`src/rtl/ks_pg_stage.sv`:
```
// Kogge-Stone front end: forms propagate/generate bits and an effective carry-in.
// A two-entry skid buffer lets a full stage take backpressure without dropping or repeating data.
module ks_pg_stage #(
    parameter int WIDTH = 8
) (
    input  logic             i_clk,
    input  logic             i_rst,
    input  logic             i_valid,
    output logic             o_ready,
    input  logic [WIDTH-1:0] i_a,
    input  logic [WIDTH-1:0] i_b,
    input  logic             i_c0,
    input  logic             i_sub,
    output logic             o_valid,
    input  logic             i_ready,
    output logic             o_c0,
    output logic [WIDTH-1:0] o_pk,
    output logic [WIDTH-1:0] o_gk
);

    localparam int PGW = 2 * WIDTH + 1;

    typedef enum logic [1:0] {
        S_EMPTY = 2'd0,
        S_ONE   = 2'd1,
        S_FULL  = 2'd2
    } state_e;

    state_e           state_q;
    logic             valid_q;
    logic             ready_q;
    logic [PGW-1:0]   out_q;
    logic [PGW-1:0]   skd_q;

    logic [WIDTH-1:0] b_eff;
    logic             c_eff;
    logic [PGW-1:0]   pg_d;
    logic             accept;
    logic             take;

    assign b_eff  = i_sub ? ~i_b : i_b;
    assign c_eff  = i_sub | i_c0;
    assign pg_d   = {c_eff, i_a ^ b_eff, i_a & b_eff};

    assign accept = i_valid & ready_q;
    assign take   = valid_q & i_ready;

    // Valid and ready are flops that track the state, so o_ready has no path from i_ready.
    always_ff @(posedge i_clk or posedge i_rst) begin
        if (i_rst) begin
            state_q <= S_EMPTY;
            valid_q <= 1'b0;
            ready_q <= 1'b1;
            out_q   <= '0;
            skd_q   <= '0;
        end else begin
            case (state_q)
                S_EMPTY: begin
                    if (accept) begin
                        out_q   <= pg_d;
                        state_q <= S_ONE;
                        valid_q <= 1'b1;
                    end
                end
                S_ONE: begin
                    if (accept && take) begin
                        out_q   <= pg_d;
                    end else if (accept) begin
                        skd_q   <= pg_d;
                        state_q <= S_FULL;
                        ready_q <= 1'b0;
                    end else if (take) begin
                        state_q <= S_EMPTY;
                        valid_q <= 1'b0;
                    end
                end
                S_FULL: begin
                    if (take) begin
                        out_q   <= skd_q;
                        state_q <= S_ONE;
                        ready_q <= 1'b1;
                    end
                end
                default: begin
                    state_q <= S_EMPTY;
                    valid_q <= 1'b0;
                    ready_q <= 1'b1;
                end
            endcase
        end
    end

    assign o_ready = ready_q;
    assign o_valid = valid_q;
    assign o_c0    = out_q[PGW-1];
    assign o_pk    = out_q[2*WIDTH-1:WIDTH];
    assign o_gk    = out_q[WIDTH-1:0];

endmodule

```
`config.mk`:
```
export PLATFORM = sky130hd
export DESIGN_NAME = ks_pg_stage
export DESIGN_NICKNAME = d
export VERILOG_FILES = /design/src/rtl/ks_pg_stage.sv
export SDC_FILE = /design/constraint.sdc
export NUM_CORES = 1
export LEC_CHECK = 0
export ABC_AREA = 1
export BUFFER_PORTS_ARGS = -buffer_cell sky130_fd_sc_hd__buf_2
export CAP_MARGIN = 20
export CELL_PAD_IN_SITES_DETAIL_PLACEMENT = 0
export CELL_PAD_IN_SITES_GLOBAL_PLACEMENT = 2
export CORE_MARGIN = 5
export CORE_UTILIZATION = 30
export CTS_BUF_LIST = sky130_fd_sc_hd__clkbuf_8
export DETAILED_ROUTE_END_ITERATION = 10
export GPL_TIMING_DRIVEN = 1
export PLACE_DENSITY_LB_ADDON = 0.12
export SETUP_SLACK_MARGIN = 0.3
export SLEW_MARGIN = 20
export SYNTH_ARGS = -nofsm -noshare
export SYNTH_HDL_FRONTEND = slang
export SYNTH_SLANG_ARGS = --single-unit
```
`constraint.sdc`:
```
create_clock -name i_clk -period 4.5 [get_ports i_clk]
set_clock_uncertainty 0.15 [all_clocks]
set_input_delay 0.45 -clock i_clk [delete_from_list [all_inputs] [get_ports i_clk]]
set_output_delay 0.45 -clock i_clk [all_outputs]
set_load 0.01 [all_outputs]
```
==> key figures, run 1 <==
CTS
  • CTS Buf Count: 5
  • Clock Latency Late Sink: 290 ps
  • Sink Count: 38
  • Post_cts resized: 0
  • H-Tree Level Count: 2
  • CTS Hold Buffers Added: 0
  • Root buf cell: clkbuf_8
  • CTS tree: yes
  • Clock buffer depth: 2
  • Clk slew on worst S/H paths: about 80 ps
  • Post CTS Setup Buffer Count: 0

Status
  • Outcome: finished, final reports clean

Cells and area
  • FF+latch area: 952 sq um
  • Antenna diode count: 0
  • Area growth from synthesis to layout: 17.5%
  • Ratio of cells with drive above 1 in the final layout: 20.0%
  • Multi-input gate area: between 800 and 900 sq um
  • Fin cells: 367
  • Final nets: roughly 320
  • Filler instances: 692

STA
  • # setup viols final: 0
  • Slew of the pin with the lowest slew margin: 824 ps
  • Final worst-path cycle share: 47.0%
  • Fin crit period: 2120 ps
  • RSZ-0062 raised after global routing: no
  • Max-slew violation count: 0
  • Achievable Freq: 473 MHz
  • Slew margin rel.: between 40 and 50%
  • Final Hold Viols: 0
  • Setup_tns: 0 ps

Route
  • Vias/cell: between 4 and 5
  • Avg WL per Cell: 12.7 um
  • Via count: 1,614
  • TritonRoute pass-1 iters: 4
  • DRC: 0
  • Drt total wl: 4.68 mm
  • Antenna Nets Post-Route: 0
  • 1st-iter DRT viols: between 90 and 100

GRT
  • Tot GR Track Use: 12.3%
  • Gr ovfl total: 0
  • Initial antenna violation count: 0
  • Largest net degree at the start of global routing: 39
  • Vias in the first global route: 1,671
  • First-pass GRT wire length: 8.09 mm

Logic synthesis
  • Syn Inst Count: 250
  • Share of the synthesized area in the top cell type: 47.5%
  • Main synth FF type: dfrtp_1
  • FFs w/ async S/R, synth: 100%
  • Syn nets: 280
  • Yosys cell types: 17
  • Register area share after synthesis: between 40% and 50%
  • Post-synth top area cell: dfrtp_1
  • Synth cell count leaders: 132 x nand2_1, 37 x dfrtp_1, 20 x nand3_1, 12 x inv_1, 10 x o21ai_0
  • Post-Synthesis Cell Area: roughly 2000 sq um
  • Synth Area per Inst: 7.80 sq um
  • Largest cells by area after synthesis: dfrtp_1 47%, nand2_1 25%, ha_1 5.1%
  • Seq cells post-synth: 38
  • Most common cell in the synthesized netlist: nand2_1
  • EDFF count, synth: 0
  • Syn. warnings: 0

Critical path
  • Crit path DAT: 2150 ps
  • Worst Reg2Reg Path Length in Cells: 5
  • Worst Setup Start Kind: flip-flop
  • Worst path cell trace: nand2_2 > nor3_4 > inv_2 > nand2_1 > nand2_1
  • Peak fanout along the critical path: 23
  • Worst path slowest cell: nor3_4
  • Reg-to-Reg End: skd_q[1]
  • WP data required: 4530 ps
  • Crit path top cell by count: nand2_1
  • R2r setup slk: 2380 ps
  • Crit path to: skd_q[1]
  • Kind of critical path: flip-flop to flip-flop
  • Reg2reg start: o_ready
  • Worst Setup SP: o_ready
  • CP Capture Type: flip-flop
  • Slowest Stage Delay on Critical Path: 720 ps

Floorplanning
  • IO Pins: slightly above 40
  • Core area: 6350 sq um
  • Die height: 90.6 um
  • Die X: 90.6 um
  • Die area: 8210 sq um
  • Row count: 29
  • Starting Density: 30.7%

Pwr
  • Peak supply drop: 0.225 mV
  • PwrDens: between 600 and 700 nW/um^2
  • Leakage power: 1.34 nW

Hold path
  • Min-Delay Path Class: input pin to async pin

Placement
  • Placer Congestion: 0.677
  • DP Wirelength: 3.21 mm
  • Placed cells: 359
  • Port Buffer Count: 40

Flow run
  • Max Cap Viol: 0
[sequential cells by signal, summed over array words and instances (netlist names)]
name and cells:
o_ready 1, o_valid 1, skd_q 17, state_q 2, out_q 17
[per-stage QoR]
step / hold slack, ps / setup slack (ps) / cell area [sq um] / total power [mW] / util [%]
6_report: 122 / 2380 / 2290 / 1.42 / 36.1
5_1_grt: 171 / 2170 / 2290 / 1.57 / 36.1
4_1_cts: 146 / 2340 / 2290 / 1.46 / 36.1
3_5_place_dp: 304 / 2310 / 2200 / 1.20 / 34.6
3_3_place_gp: 299 / 2350 / 2200 / 1.20 / 34.6
2_1_floorplan: 292 / 2920 / 1950 / 1.02 / -
[metal layers]
layer	vias to the layer above	wire, um	global-route usage (%)
met5	-	0	0
met4	0	29	3.72
met3	2	170	3.50
met2	28	2230	20.8
met1	733	2250	15.1
li1	851	-	-
[placed cells by master (no fill, tap or decap)]
master	Yosys	final
a21oi_1	2	2
buf_2	7	40
buf_4	2	2
clkbuf_8	0	6
clkinv_2	0	1
dfrtp_1	37	37
dfstp_2	1	1
ha_1	8	8
inv_1	12	13
inv_2	3	3
nand2_1	132	132
nand2_2	3	3
nand2_4	1	1
nand3_1	20	20
nor2_1	2	2
nor3_4	1	1
o21ai_0	10	10
xor2_1	8	8
[worst max-delay path, delay by kind of cell (launching register included)]
family | cells | cell delay [ps]
buffers and inverters | 1 | 290
DFF | 1 | 560
and+or+nand+nor | 4 | 1000
[layout make-up]
| cell class | count | share of cell area (%) |
|---|---|---|
| sequential | 38 | 41.6 |
| multi-input combinational | 187 | 38.4 |
| tap | 77 | 4.21 |
| timing repair buffer | 42 | 9.39 |
| clock buffer | 6 | 3.60 |
| inverter | 15 | 2.46 |
| clock inverter | 2 | 0.382 |
[worst min path at each step]
stage,from,to,slack [ps]
final,i_rst,out_q[0],120
after global routing,i_rst,skd_q[3],170
after CTS,i_rst,out_q[0],150
after detailed placement,out_q[5],out_q[5],300
after global placement,out_q[3],out_q[3],300
after floorplan,skd_q[0],skd_q[0],290
[logic make-up (layout without fill, tap and decap cells)]
group	after synthesis	after routing	share of synthesized area [%]
adders and majority gates	8	8	5.13
xor gates and xnor gates	8	8	3.59
buffers and inverters	25	65	6.03
AOI/OAI and AO/OA	12	12	3.08
and+or+nand+nor	159	159	33.3
DFF	38	38	48.8
[report_power, final]
part           switching [mW]  leakage (nW)  internal (mW)
Sequential             0.0732         0.479          0.497
Combinational           0.401         0.813          0.202
Clock                   0.125        0.0524          0.122
No activity file was read; power rests on OpenSTA's default activity.
==> inputs of run 2 (changes only) <==
ABC_AREA = 0   (was 1)
clock period = 1.8 ns   (was 4.5 ns; I/O delays follow)
==> key figures, run 2 <==
CTS
  • H-Tree Level Count: 2 (unchanged)
  • CTS tree: yes (unchanged)
  • Clk slew on worst S/H paths: 80 ps (about the same)
  • Sink Count: 38 (unchanged)
  • Clock buffer depth: 2 (unchanged)
  • Clock Latency Late Sink: 280 ps (was 290 ps)
  • Root buf cell: clkbuf_8 (unchanged)
  • CTS Buf Count: 5 (unchanged)

Critical path
  • WP data required: 1820 ps (was 4530 ps)
  • Worst Setup Start Kind: flip-flop (unchanged)
  • Reg-to-Reg End: out_q[5] (was skd_q[1])
  • CP Capture Type: flip-flop (unchanged)
  • Worst Reg2Reg Path Length in Cells: 4 (was 5)
  • Kind of critical path: flip-flop to flip-flop (unchanged)
  • Crit path to: out_q[5] (was skd_q[1])
  • R2r setup slk: 120 ps (was 2380 ps)
  • Crit path DAT: 1700 ps (was 2150 ps)
  • Reg2reg start: o_ready (unchanged)
  • Worst Setup SP: o_ready (unchanged)
  • Peak fanout along the critical path: 9 (was 23)

Logic synthesis
  • Most common cell in the synthesized netlist: dfrtp_1 (was nand2_1)
  • Yosys cell types: 30 (was 17)
  • Syn Inst Count: 133 (was 250)
  • Syn. warnings: 0 (unchanged)
  • Synth Area per Inst: 15.1 sq um (was 7.80 sq um)
  • Post-Synthesis Cell Area: 2010 sq um (was 1950 sq um)
  • Syn nets: 163 (was 280)
  • Largest cells by area after synthesis: dfrtp_1 46%, mux2_2 18%, mux2_4 13% (was dfrtp_1 47%, nand2_1 25%, ha_1 5.1%)
  • FFs w/ async S/R, synth: 100% (unchanged)
  • EDFF count, synth: 0 (unchanged)
  • Seq cells post-synth: 38 (unchanged)
  • Share of the synthesized area in the top cell type: 46.1% (was 47.5%)
  • Register area share after synthesis: 47.4% (was 48.8%)
  • Main synth FF type: dfrtp_1 (unchanged)
  • Post-synth top area cell: dfrtp_1 (unchanged)
  • Synth cell count leaders: 37 x dfrtp_1, 32 x mux2_2, 18 x mux2_4, 8 x ha_1, 8 x xor2_1 (was 132 x nand2_1, 37 x dfrtp_1, 20 x nand3_1, 12 x inv_1, 10 x o21ai_0)

Status
  • Outcome: finished, final reports clean (unchanged)

Route
  • TritonRoute pass-1 iters: 3 (was 4)
  • 1st-iter DRT viols: 34 (was 98)
  • Via count: 1,212 (was 1,614)
  • Vias/cell: 4.59 (was 4.40)
  • DRC: 0 (unchanged)
  • Antenna Nets Post-Route: 0 (unchanged)
  • Avg WL per Cell: 16.2 um (was 12.7 um)
  • Drt total wl: 4.27 mm (was 4.68 mm)

Flow run
  • Max Cap Viol: 0 (unchanged)

STA
  • Final worst-path cycle share: 93.5% (was 47.0%)
  • Setup_tns: 0 ps (unchanged)
  • Final Hold Viols: 0 (unchanged)
  • Achievable Freq: 594 MHz (was 473 MHz)
  • Max-slew violation count: 0 (unchanged)
  • Slew of the pin with the lowest slew margin: 538 ps (was 824 ps)
  • RSZ-0062 raised after global routing: yes (was no)
  • Slew margin rel.: 64.1% (was 44.9%)
  • Fin crit period: 1680 ps (was 2120 ps)
  • # setup viols final: 0 (unchanged)

Cells and area
  • Ratio of cells with drive above 1 in the final layout: 63.1% (was 20.0%)
  • Top flop regs: out_q: 17 flops, skd_q: 17 flops, state_q: 2 flops (unchanged)
  • Final nets: 216 (was 319)
  • Antenna diode count: 0 (unchanged)
  • Commonest non-fill, non-tap cell in the layout: buf_2 (was nand2_1)
  • Most frequent cells in the layout: 39 x buf_2, 36 x dfrtp_1, 29 x mux2_2 (was 132 x nand2_1, 40 x buf_2, 37 x dfrtp_1)
  • Final Core Density: 39.2% (was 36.1%)
  • Area growth from synthesis to layout: 25.4% (was 17.5%)
  • Filler instances: 619 (was 692)

Floorplanning
  • Die height: 91.8 um (was 90.6 um)
  • Core area: 6420 sq um (was 6350 sq um)
  • Die X: 91.8 um (was 90.6 um)
  • Starting Density: 31.3% (was 30.7%)
  • Die area: 8430 sq um (was 8210 sq um)
  • Row count: 29 (unchanged)
  • IO Pins: 41 (unchanged)

GRT
  • Vias in the first global route: 1,401 (was 1,671)
  • Largest net degree at the start of global routing: 19 (was 39)
  • First-pass GRT wire length: 7.27 mm (was 8.09 mm)
  • Tot GR Track Use: 11.1% (was 12.3%)
  • Gr ovfl total: 0 (unchanged)
  • Initial antenna violation count: 0 (unchanged)

Hold path
  • Min-Delay Path Class: input pin to flip-flop (was input pin to async pin)

Pwr
  • PwrDens: 642 nW/um^2 (was 620 nW/um^2)
  • Peak supply drop: 0.255 mV (was 0.225 mV)
  • Leakage power: 1.31 nW (was 1.34 nW)

Placement
  • Placer Congestion: 0.775 (was 0.677)
  • DP Wirelength: 3.04 mm (was 3.21 mm)
  • Port Buffer Count: 40 (unchanged)
==> run 2: cell types whose count changed after synthesis, moves of 9 or more <==
| cell | change |
|---|---|
| mux2_4 | +18 |
| inv_1 | -10 |
| nand3_1 | -20 |
| nand2_1 | -130 |
| mux2_2 | +32 |
| o21ai_0 | -9 |
==> run 2: how the worst min path moves through the flow <==
stage,start,to,slack [ps],cells past startpoint
floorplan,i_rst,o_valid,220,1
global placement,i_rst,out_q[1],90,2
detailed placement,i_rst,out_q[1],100,2
CTS,i_c0,skd_q[16],80,3
global route,i_c0,skd_q[16],90,3
finish,i_c0,skd_q[16],90,3
==> run 2: stage by stage <==
| stage | hold WS [ps] | instance area, sq um | power (mW) | setup WS, ps | cells |
|---|---|---|---|---|---|
| 6_report | 85.8 | 2520 | 1.62 | 116 | 264 |
| 2_1_floorplan | 222 | 2030 | 0.983 | 28.4 | 133 |
| 4_1_cts | 82.6 | 2500 | 1.66 | 77.4 | 263 |
| 3_5_place_dp | 99.6 | 2360 | 1.04 | 54.9 | 251 |
| 5_1_grt | 90.4 | 2520 | 1.72 | 56.7 | 264 |
| 3_3_place_gp | 89.0 | 2360 | 1.04 | 76.6 | 251 |
==> run 2: cell type report <==
cell class	instances	area, sq um	area share (%)
clock buffer	6	82.6	3.28
inverter	2	7.51	0.298
clock inverter	2	8.76	0.348
tap	77	96.3	3.83
multi-input combinational	87	1020	40.5
sequential	38	953	37.9
timing repair buffer	52	349	13.9
==> run 2: worst max-delay path: stages, from the launching register on <==
cell,delay [ps]
dfstp_2,570
nand4_4,90
o211ai_4,250
buf_12,170
mux2_2,330
==> run 2: report_power, final <==
group / internal, mW / switching [mW]
combinational: 0.0934 / 0.0752
sequential: 0.853 / 0.000000000341
clock: 0.303 / 0.291
==> run 2: layer usage <==
layer | share of wire (%) | global-route usage (%)
met2 | 49 | 17.9
met1 | 46 | 14.1
met3 | 4.4 | 3.76
met4 | 0.54 | 3.34
met5 | 0 | 0
==> run 2: repair_timing <==
action                     CTS  global route
hold endpoints to repair    10             0
pin swaps                    1             1
setup buffers                3             1
setup endpoints to repair   34            36
hold buffers                 1             0
gates resized for setup      5             3
==> run 2: cell families (layout without fill, tap and decap cells) <==
logic type      Yosys count  in the layout  share of synthesized area (%)
compound gates            8              8                           3.92
flops                    38             38                           47.4
xor+xnor                  8              8                           3.49
mux                      51             51                           32.0
buf+inv                   8             62                           3.68
fa+ha+maj                 8              8                           4.98
simple gates             12             12                           4.55
